===== config.mk =====
export PLATFORM = sky130hd
export DESIGN_NAME = uart_fifo_mapper
export DESIGN_NICKNAME = d
export VERILOG_FILES = /design/src/rtl/uart_fifo_mapper.sv
export SDC_FILE = /design/constraint.sdc
export NUM_CORES = 1
export LEC_CHECK = 0
export ABC_AREA = 1
export BUFFER_PORTS_ARGS = -buffer_cell sky130_fd_sc_hd__buf_2
export CAP_MARGIN = 10
export CORE_MARGIN = 5
export CORE_UTILIZATION = 26
export CTS_BUF_LIST = sky130_fd_sc_hd__clkbuf_8
export DETAILED_ROUTE_END_ITERATION = 8
export PLACE_DENSITY_LB_ADDON = 0.08
export SKIP_LAST_GASP = 1
export SLEW_MARGIN = 20
export SYNTH_ARGS = -nofsm -noshare
export SYNTH_HDL_FRONTEND = slang
export SYNTH_SLANG_ARGS = --single-unit

===== constraint.sdc =====
create_clock -name clk -period 2.9 [get_ports clk]
set_input_delay 0.145 -clock clk [delete_from_list [all_inputs] [get_ports clk]]
set_output_delay 0.145 -clock clk [all_outputs]
set_load 0.03 [all_outputs]

===== src/rtl/uart_fifo_mapper.sv =====
// rtl/uart_fifo_mapper.sv - UART receive FIFO with byte-wide register window and threshold IRQ
//
// Purpose: buffers received UART bytes in a DEPTH-entry FIFO and exposes them to
// the CPU through four byte registers (DATA, STATUS, COUNT, CTRL). A registered
// level IRQ fires when occupancy reaches the programmable threshold or when the
// sticky overflow flag is set.
//
// Ports:
//   clk             system clock
//   rst_n           asynchronous active-low reset
//   uart_byte       received byte, valid with uart_byte_ready
//   uart_byte_ready one-cycle push strobe
//   cs              register window select
//   we              CPU write enable (1 write, 0 read)
//   reg_sel         0 DATA, 1 STATUS, 2 COUNT, 3 CTRL
//   wdata           CPU write data
//   rdata           combinational read data (0 when not reading)
//   irq             registered level interrupt, active high
module uart_fifo_mapper #(
   parameter int DEPTH      = 16,
   parameter int IRQ_THRESH = 1,
   parameter bit IRQ_EN_RST = 1'b1
) (
   input  logic       clk,
   input  logic       rst_n,
   input  logic [7:0] uart_byte,
   input  logic       uart_byte_ready,
   input  logic       cs,
   input  logic       we,
   input  logic [1:0] reg_sel,
   input  logic [7:0] wdata,
   output logic [7:0] rdata,
   output logic       irq
);

   localparam int AW = $clog2(DEPTH);
   localparam int CW = AW + 1;
   localparam logic [CW-1:0] DEPTH_C    = CW'(DEPTH);
   localparam logic [3:0]    THRESH_RST = 4'(IRQ_THRESH);

   localparam logic [1:0] REG_DATA   = 2'd0;
   localparam logic [1:0] REG_STATUS = 2'd1;
   localparam logic [1:0] REG_CTRL   = 2'd3;

   logic [7:0]    mem_q [DEPTH];
   logic [AW-1:0] wr_ptr_q, wr_ptr_d;
   logic [AW-1:0] rd_ptr_q, rd_ptr_d;
   logic [CW-1:0] count_q, count_d;
   logic          overflow_q, overflow_d;
   logic          irq_en_q, irq_en_d;
   logic [3:0]    thresh_q, thresh_d;
   logic          irq_q, irq_d;

   logic empty, full;
   logic rd_acc, wr_acc;
   logic push, pop, flush;
   logic do_push, do_pop;
   logic ovf_set, ovf_clr, ctrl_wr;

   // wdata[3] has no function in any register.
   logic unused_wdata;
   assign unused_wdata = wdata[3];

   assign empty  = (count_q == '0);
   assign full   = (count_q == DEPTH_C);
   assign rd_acc = cs & ~we;
   assign wr_acc = cs & we;

   assign push    = uart_byte_ready;
   assign pop     = rd_acc & (reg_sel == REG_DATA) & ~empty;
   assign ctrl_wr = wr_acc & (reg_sel == REG_CTRL);
   assign flush   = ctrl_wr & wdata[1];

   // A push into a full FIFO still succeeds when a pop frees the head slot in
   // the same cycle. Flush overrides both and suppresses the overflow.
   assign do_push = push & (~full | pop) & ~flush;
   assign do_pop  = pop & ~flush;
   assign ovf_set = push & full & ~pop & ~flush;
   assign ovf_clr = wr_acc & (reg_sel == REG_STATUS) & wdata[2];

   always_comb begin
      wr_ptr_d   = wr_ptr_q;
      rd_ptr_d   = rd_ptr_q;
      count_d    = count_q;
      overflow_d = overflow_q;
      irq_en_d   = irq_en_q;
      thresh_d   = thresh_q;

      if (flush) begin
         wr_ptr_d = '0;
         rd_ptr_d = '0;
         count_d  = '0;
      end else begin
         if (do_push) wr_ptr_d = wr_ptr_q + AW'(1);
         if (do_pop)  rd_ptr_d = rd_ptr_q + AW'(1);
         if (do_push && !do_pop)      count_d = count_q + CW'(1);
         else if (do_pop && !do_push) count_d = count_q - CW'(1);
      end

      // Set has priority over a simultaneous write-one-to-clear.
      if (ovf_set)      overflow_d = 1'b1;
      else if (ovf_clr) overflow_d = 1'b0;

      if (ctrl_wr) begin
         irq_en_d = wdata[0];
         thresh_d = (wdata[7:4] == 4'd0) ? 4'd1 : wdata[7:4];
      end

      irq_d = irq_en_d & ((8'(count_d) >= 8'(thresh_d)) | overflow_d);
   end

   always_ff @(posedge clk or negedge rst_n) begin
      if (!rst_n) begin
         wr_ptr_q   <= '0;
         rd_ptr_q   <= '0;
         count_q    <= '0;
         overflow_q <= 1'b0;
         irq_en_q   <= IRQ_EN_RST;
         thresh_q   <= THRESH_RST;
         irq_q      <= 1'b0;
      end else begin
         wr_ptr_q   <= wr_ptr_d;
         rd_ptr_q   <= rd_ptr_d;
         count_q    <= count_d;
         overflow_q <= overflow_d;
         irq_en_q   <= irq_en_d;
         thresh_q   <= thresh_d;
         irq_q      <= irq_d;
      end
   end

   // Storage is not reset; occupancy and pointers define which entries are live.
   always_ff @(posedge clk) begin
      if (do_push) mem_q[wr_ptr_q] <= uart_byte;
   end

   always_comb begin
      rdata = 8'h00;
      if (rd_acc) begin
         case (reg_sel)
            REG_DATA:   rdata = empty ? 8'h00 : mem_q[rd_ptr_q];
            REG_STATUS: rdata = {4'b0000, irq_q, overflow_q, full, ~empty};
            2'd2:       rdata = 8'(count_q);
            default:    rdata = {thresh_q, 3'b000, irq_en_q};
         endcase
      end
   end

   assign irq = irq_q;

endmodule


Word level (Yosys, flattened, before mapping)
Memories as Yosys holds them, arrays and structs flattened.
Index checks and enable logic that the tools add are counted.
Widths: inputs -> output; s select.
{"block": "word_totals", "regBits": 20, "mem_bits_rw": 128, "in_bits": 23, "out_inout_bits": 9, "wordCells": 65, "n_memories": 1}
{"block": "classes", "addsub": 4, "n_lt_le_gt_ge": 1, "eq_ne": 4, "n_mux": 17, "bitwise": 22, "reduce_logical": 9}
{"name": "mem_q", "depth": 16, "width": 8, "read_ports": 1, "rd_clocked_by_memory_dff": 0, "wr": 1, "line": "45", "text": "logic [7:0] mem_q [DEPTH];"}
{"operator": "$mux 4", "count": 6}
{"operator": "$pmux 8 s3", "count": 1}
{"operator": "$mux 8", "count": 2}
{"operator": "$and 1x1->1", "count": 15}
{"operator": "$mux 5", "count": 3}
{"operator": "$add 4x1->4 const B", "count": 2}
{"operator": "$add 5x1->5 const B", "count": 1}
{"operator": "$eq 5x5->1 const B", "count": 1}
{"operator": "$ge 5x4->1", "count": 1}
{"operator": "$logic_not 5->1", "count": 1}
{"operator": "$mux 1", "count": 5}
{"operator": "$not 1->1", "count": 5}
{"operator": "$sub 5x1->5 const B", "count": 1}
{"operator": "$eq 2x2->1 const B", "count": 2}
{"operator": "$logic_not 4->1", "count": 1}
{"operator": "$reduce_bool 2->1", "count": 2}
{"operator": "$eq 2x1->1 const B", "count": 1}
{"operator": "$logic_and 1x1->1", "count": 2}
{"operator": "$logic_not 1->1", "count": 2}
{"operator": "$logic_not 2->1", "count": 1}
{"operator": "$or 1x1->1", "count": 2}

Longest topological paths before layout
{"block": "logic_depth", "depth_word": 15, "depth_mapped": 20}

Worst setup path before layout
Ideal clock, no wire load.
{"block": "synth_path", "kind": "register to register", "from": "register count_q[0]", "to": "register irq_q, in the netlist irq", "setup_time_ps": 130, "t_arrival_ps": 2384, "required_ps": 2770, "path_slack_ps": 386, "stages_incl_launch_ff": 19, "n_path_buf": 0, "period_less_slack_ps": 2514, "path_cell_list": "dfrtp_1 inv_1 ha_1 nand3_2 inv_1 nand2_4 nand2_4 nor2_8 nand2_8 nand2_4 nor2_1 nand3b_1 ha_1 nor2_1 o21ai_0 o21ai_0 inv_1 nor3_1 a21oi_2"}
{"block": "synth_via", "elab_chain_cells": 14}
{"element": "from (decl)", "line": "48", "text": "logic [CW-1:0] count_q, count_d;"}
{"element": "from (signal assigned)", "line": "124", "text": "count_q <= count_d;"}
{"element": "$logic_not 5->1", "line": "64", "text": "assign empty = (count_q == '0);"}
{"element": "$not 1->1", "line": "70", "text": "assign pop = rd_acc & (reg_sel == REG_DATA) & ~empty;"}
{"element": "$and 1x1->1", "line": "70"}
{"element": "$or 1x1->1", "line": "76", "text": "assign do_push = push & (~full | pop) & ~flush;"}
{"element": "$and 1x1->1 (2 in series)", "line": "76"}
{"element": "$logic_not 1->1", "line": "97", "text": "else if (do_pop && !do_push) count_d = count_q - CW'(1);"}
{"element": "$logic_and 1x1->1", "line": "97"}
{"element": "$mux 5", "line": "97"}
{"element": "$mux 5", "line": "96", "text": "if (do_push && !do_pop) count_d = count_q + CW'(1);"}
{"element": "$mux 5", "line": "89", "text": "if (flush) begin"}
{"element": "$ge 5x4->1", "line": "109", "text": "irq_d = irq_en_d & ((8'(count_d) >= 8'(thresh_d)) | overflow_d);"}
{"element": "$or 1x1->1 *", "line": "109"}
{"element": "$and 1x1->1 *", "line": "109"}
{"element": "via irq_d", "line": "52", "text": "logic irq_q, irq_d;"}
{"element": "to (signal assigned)", "line": "128", "text": "irq_q <= irq_d;"}
{"element": "to (decl)", "line": "52"}
Mark *: on every way through the listed nets, which the timed path passes. The rest lies on a longest branch.
A chain may end at the register's enable or synchronous reset.

Final worst setup path
{"block": "layout_path", "from": "register rd_ptr_q[0]", "to": "output rdata[3]"}
{"block": "layout_via", "elab_chain_cells": 4}
{"element": "from (decl)", "line": "47", "text": "logic [AW-1:0] rd_ptr_q, rd_ptr_d;"}
{"element": "from (signal assigned)", "line": "123", "text": "rd_ptr_q <= rd_ptr_d;"}
{"element": "$mem_v2 16x8"}
{"element": "$mux 8", "line": "141", "text": "REG_DATA: rdata = empty ? 8'h00 : mem_q[rd_ptr_q];"}
{"element": "$pmux 8 s3", "line": "140", "text": "case (reg_sel)"}
{"element": "$mux 8", "line": "139", "text": "if (rd_acc) begin"}
{"element": "to (decl)", "line": "32", "text": "output logic [7:0] rdata,"}
No other way between the ends.

==> results by group <==
Run status
  • Status: finished, final reports clean

CTS
  • TritonCTS buffer count: 17
  • Clk Latency, worst-skew pair: 0.43 ns
  • CTS tree: built
  • Clock Tree Root: clkbuf_8
  • Worst-path clk slew: around 0.09 ns
  • Clk sink count: ~150
  • H-tree depth: 4
  • Setup Fix Bufs, Post-CTS: 0
  • Clock Path Buffers: 2

Placement
  • I/O Buffers: 30
  • GP Congestion: just over 0.8
  • Final HPWL DP: 12100 microns
  • Cells after DPL: between 900 and 1000
  • Placement Setup Slack: approximately 0.20 ns

Routing
  • Top Layer Used: met4
  • Avg Vias per Cell: 4.49
  • Metal3 WL: 627 microns
  • Met1 WL: ~8700 microns
  • Met2 routed WL: 8780 microns
  • Initial DRC count: between 300 and 400
  • Avg WL per Cell: around 18 microns
  • Antenna-violating nets left: 0
  • Drc violations: 0
  • Via count: approximately 4500
  • TritonRoute pass-1 iters: 4
  • WL final: around 18000 microns

STA
  • Slew of the pin with the lowest slew margin: approximately 0.56 ns
  • Final worst slack: approximately 0.3 ns
  • Final Hold Fails: 0
  • Final setup fails: 0
  • Worst hold margin: between 0.03 and 0.04 ns
  • Fmax: ~380 MHz
  • RSZ-0062 raised after global routing: yes
  • Final Skew: roughly 0.017 ns
  • Final Cycle Share: between 80 and 90%
  • Min Tclk post-route: between 2 and 3 ns
  • Worst slew margin: between 60% and 70%
  • Slew Limit Fails: 0

Setup path
  • CP max-delay cell: dfrtp_2
  • WP data arrival: roughly 2.5 ns
  • Crit start category: flip-flop
  • Worst Path Required: roughly 2.8 ns
  • Worst stage delay on the critical path: ~0.54 ns
  • CP cell instances: buf_6 -> o21ai_0 -> o211ai_1 -> nand3_1 -> nand2_1 -> nand2_1 -> a21oi_1 -> buf_2
  • CP max FO: 35
  • Critical path type: flip-flop to output port
  • Crit end category: output port
  • Critical path's most frequent cell: nand2_1

Power
  • Switching pwr: between 2 and 3 mW
  • Power Density: 846 nW/um^2
  • Post-layout power: approximately 6.6 mW
  • Switch share: 38.2%
  • Cell internal pwr: 4.07 mW
  • Reg power frac: 41.5%
  • Lkg Pwr: between 2 and 3 nW
  • Clk pwr share: between 20% and 30%
  • Logic pwr share: a little over a third
  • Peak supply drop: 0.000282 V

Floorplan
  • Die area: a little under 30000 sq um
  • Core box area: ~25000 sq um
  • I/O pin count: 32
  • Initial Util: 26.5%
  • Row count: 58
  • Die X-Extent: between 150 and 200 microns
  • Die extent in y: roughly 170 microns

Logic synthesis
  • Yosys Warn Count: 0
  • Synth cell types: 40
  • Share of the synthesized area in the top cell type: 57.4%
  • Synth Net Count: 634
  • Area leader, netlist: edfxtp_1
  • Synth Flop Type: edfxtp_1
  • Synthesized flop and latch total: ~150
  • Synth area leaders: edfxtp_1 (57%), dfrtp_1 (6.7%), o21ai_0 (5.1%), nor2_1 (4.5%), nand2_1 (4.2%)
  • EDFF count, synth: 128
  • Seq/Total Area, Yosys: around two thirds
  • Post-Syn Instances: 599
  • Syn Area/Cell: around 11 sq um
  • Async set-reset flop share out of synthesis: a little over an eighth
  • Post-synthesis cell area: roughly 6700 sq um
  • Top-count cell post-synth: edfxtp_1
  • Most frequent cells after synthesis: edfxtp_1 (128), nor2_1 (81), nand2_1 (75)

Global route
  • Vias in the first global route: 4520
  • Grt total ovfl: 0
  • Antenna violations before repair: 0
  • First-pass GRT wire length: about 28000 microns
  • Largest net degree at the start of global routing: 50
  • All-layer global routing usage: roughly an eighth

Cells and area
  • Ant diodes: 0
  • Nets: 688
  • Synth-to-Final Area Change: 16.5%
  • Final std cells w/o fill: roughly 1000
  • Layout cell share with drive strength beyond 1: a little under a fifth

Run
  • Maxcap violations: 0

Worst hold path
  • Worst hold path class: input port to flip-flop
==> critical path, delay by kind of cell (launching register included) <==
family	cells	cell delay [ns]
buf+inv	2	0.53
flops	1	0.54
simple gates	3	0.41
compound gates	3	0.53
==> flip-flops by register name, indices dropped and copies added (netlist names) <==
signal,count
count_q,5
irq,1
irq_en_q,1
mem_q,128
overflow_q,1
rd_ptr_q,4
thresh_q,4
wr_ptr_q,4
==> metal layers <==
metal | global-route usage (%) | vias to the layer above
met5 | 0 | -
met4 | 2.60 | 0
met3 | 2.69 | 7
met2 | 21.3 | 60
met1 | 17.6 | 2191
li1 | - | 2216
==> timing repair <==
| action | 4_1_cts | 5_1_grt |
|---|---|---|
| gates resized for setup | 0 | 5 |
| setup endpoints to repair | 0 | 4 |
| hold endpoints to repair | 19 | 0 |
| hold buffers | 1 | 0 |
==> metrics by stage <==
| step | setup TNS (ns) | instance area (sq um) | util [%] |
|---|---|---|---|
| 6_report | 0 | 7790 | 30.9 |
| 3_5_place_dp | 0 | 7380 | 29.2 |
| 3_3_place_gp | 0 | 7380 | 29.2 |
| 4_1_cts | 0 | 7770 | 30.8 |
| 2_1_floorplan | 0 | 6690 | - |
| 5_1_grt | -0.0702 | 7790 | 30.9 |
==> worst paths after layout <==
check	cells after the start	startpoint	end	slack [ns]
worst max register to register	20	count_q[1]	irq	0.31
worst max-delay path	8	rd_ptr_q[0]	rdata[3]	0.30
max in group asynchronous	2	rst_n	rd_ptr_q[0]	2.33
worst min-delay path	3	wdata[6]	thresh_q[2]	0.03
min in group asynchronous	2	rst_n	count_q[3]	0.21
worst min register to register	2	thresh_q[2]	thresh_q[2]	0.59
==> layout make-up <==
type,instances,area [sq um]
Fill cell,2642,17500
Sequential cell,148,4350
Multi-Input combinational cell,370,2030
Tap cell,330,413
Timing Repair Buffer,58,404
Clock buffer,17,234
Inverter,58,226
Clock inverter,15,140
==> placed cells by master (no fill, tap or decap), types with 3 or more instances in the layout <==
master and instances:
buf_2 30, o21ai_0 68, clkinv_2 3, buf_4 23
buf_12 3, clkbuf_8 17, dfrtp_1 17, nand3_1 28
inv_1 47, clkinvlp_4 3, nand2_4 7, clkinv_4 3
clkinv_1 5, nor2_1 81, nand4_1 5, nand2_1 75
or2_2 3, a21oi_1 27, ha_1 11, edfxtp_1 128
inv_2 8, nor3_1 4, o211ai_1 34
==> power groups by stage <==
stage	sequential, mW	clock (mW)	combinational, mW
floorplan	2.74	0	1.46
global placement	2.78	0	2.31
detailed placement	2.78	0	2.32
CTS	2.73	1.60	2.33
global route	2.76	1.71	2.60
finish	2.74	1.55	2.30
==> logic make-up (layout without fill, tap and decap cells) <==
| family | Yosys count | after routing | share of synthesized area, % |
|---|---|---|---|
| flops | 148 | 148 | 65.0 |
| compound gates | 138 | 138 | 11.9 |
| xor+xnor | 2 | 2 | 0.262 |
| fa+ha+maj | 12 | 12 | 2.24 |
| buf+inv | 81 | 148 | 4.99 |
| simple gates | 218 | 218 | 15.7 |
Note: power is estimated with default switching activity, not from simulation.
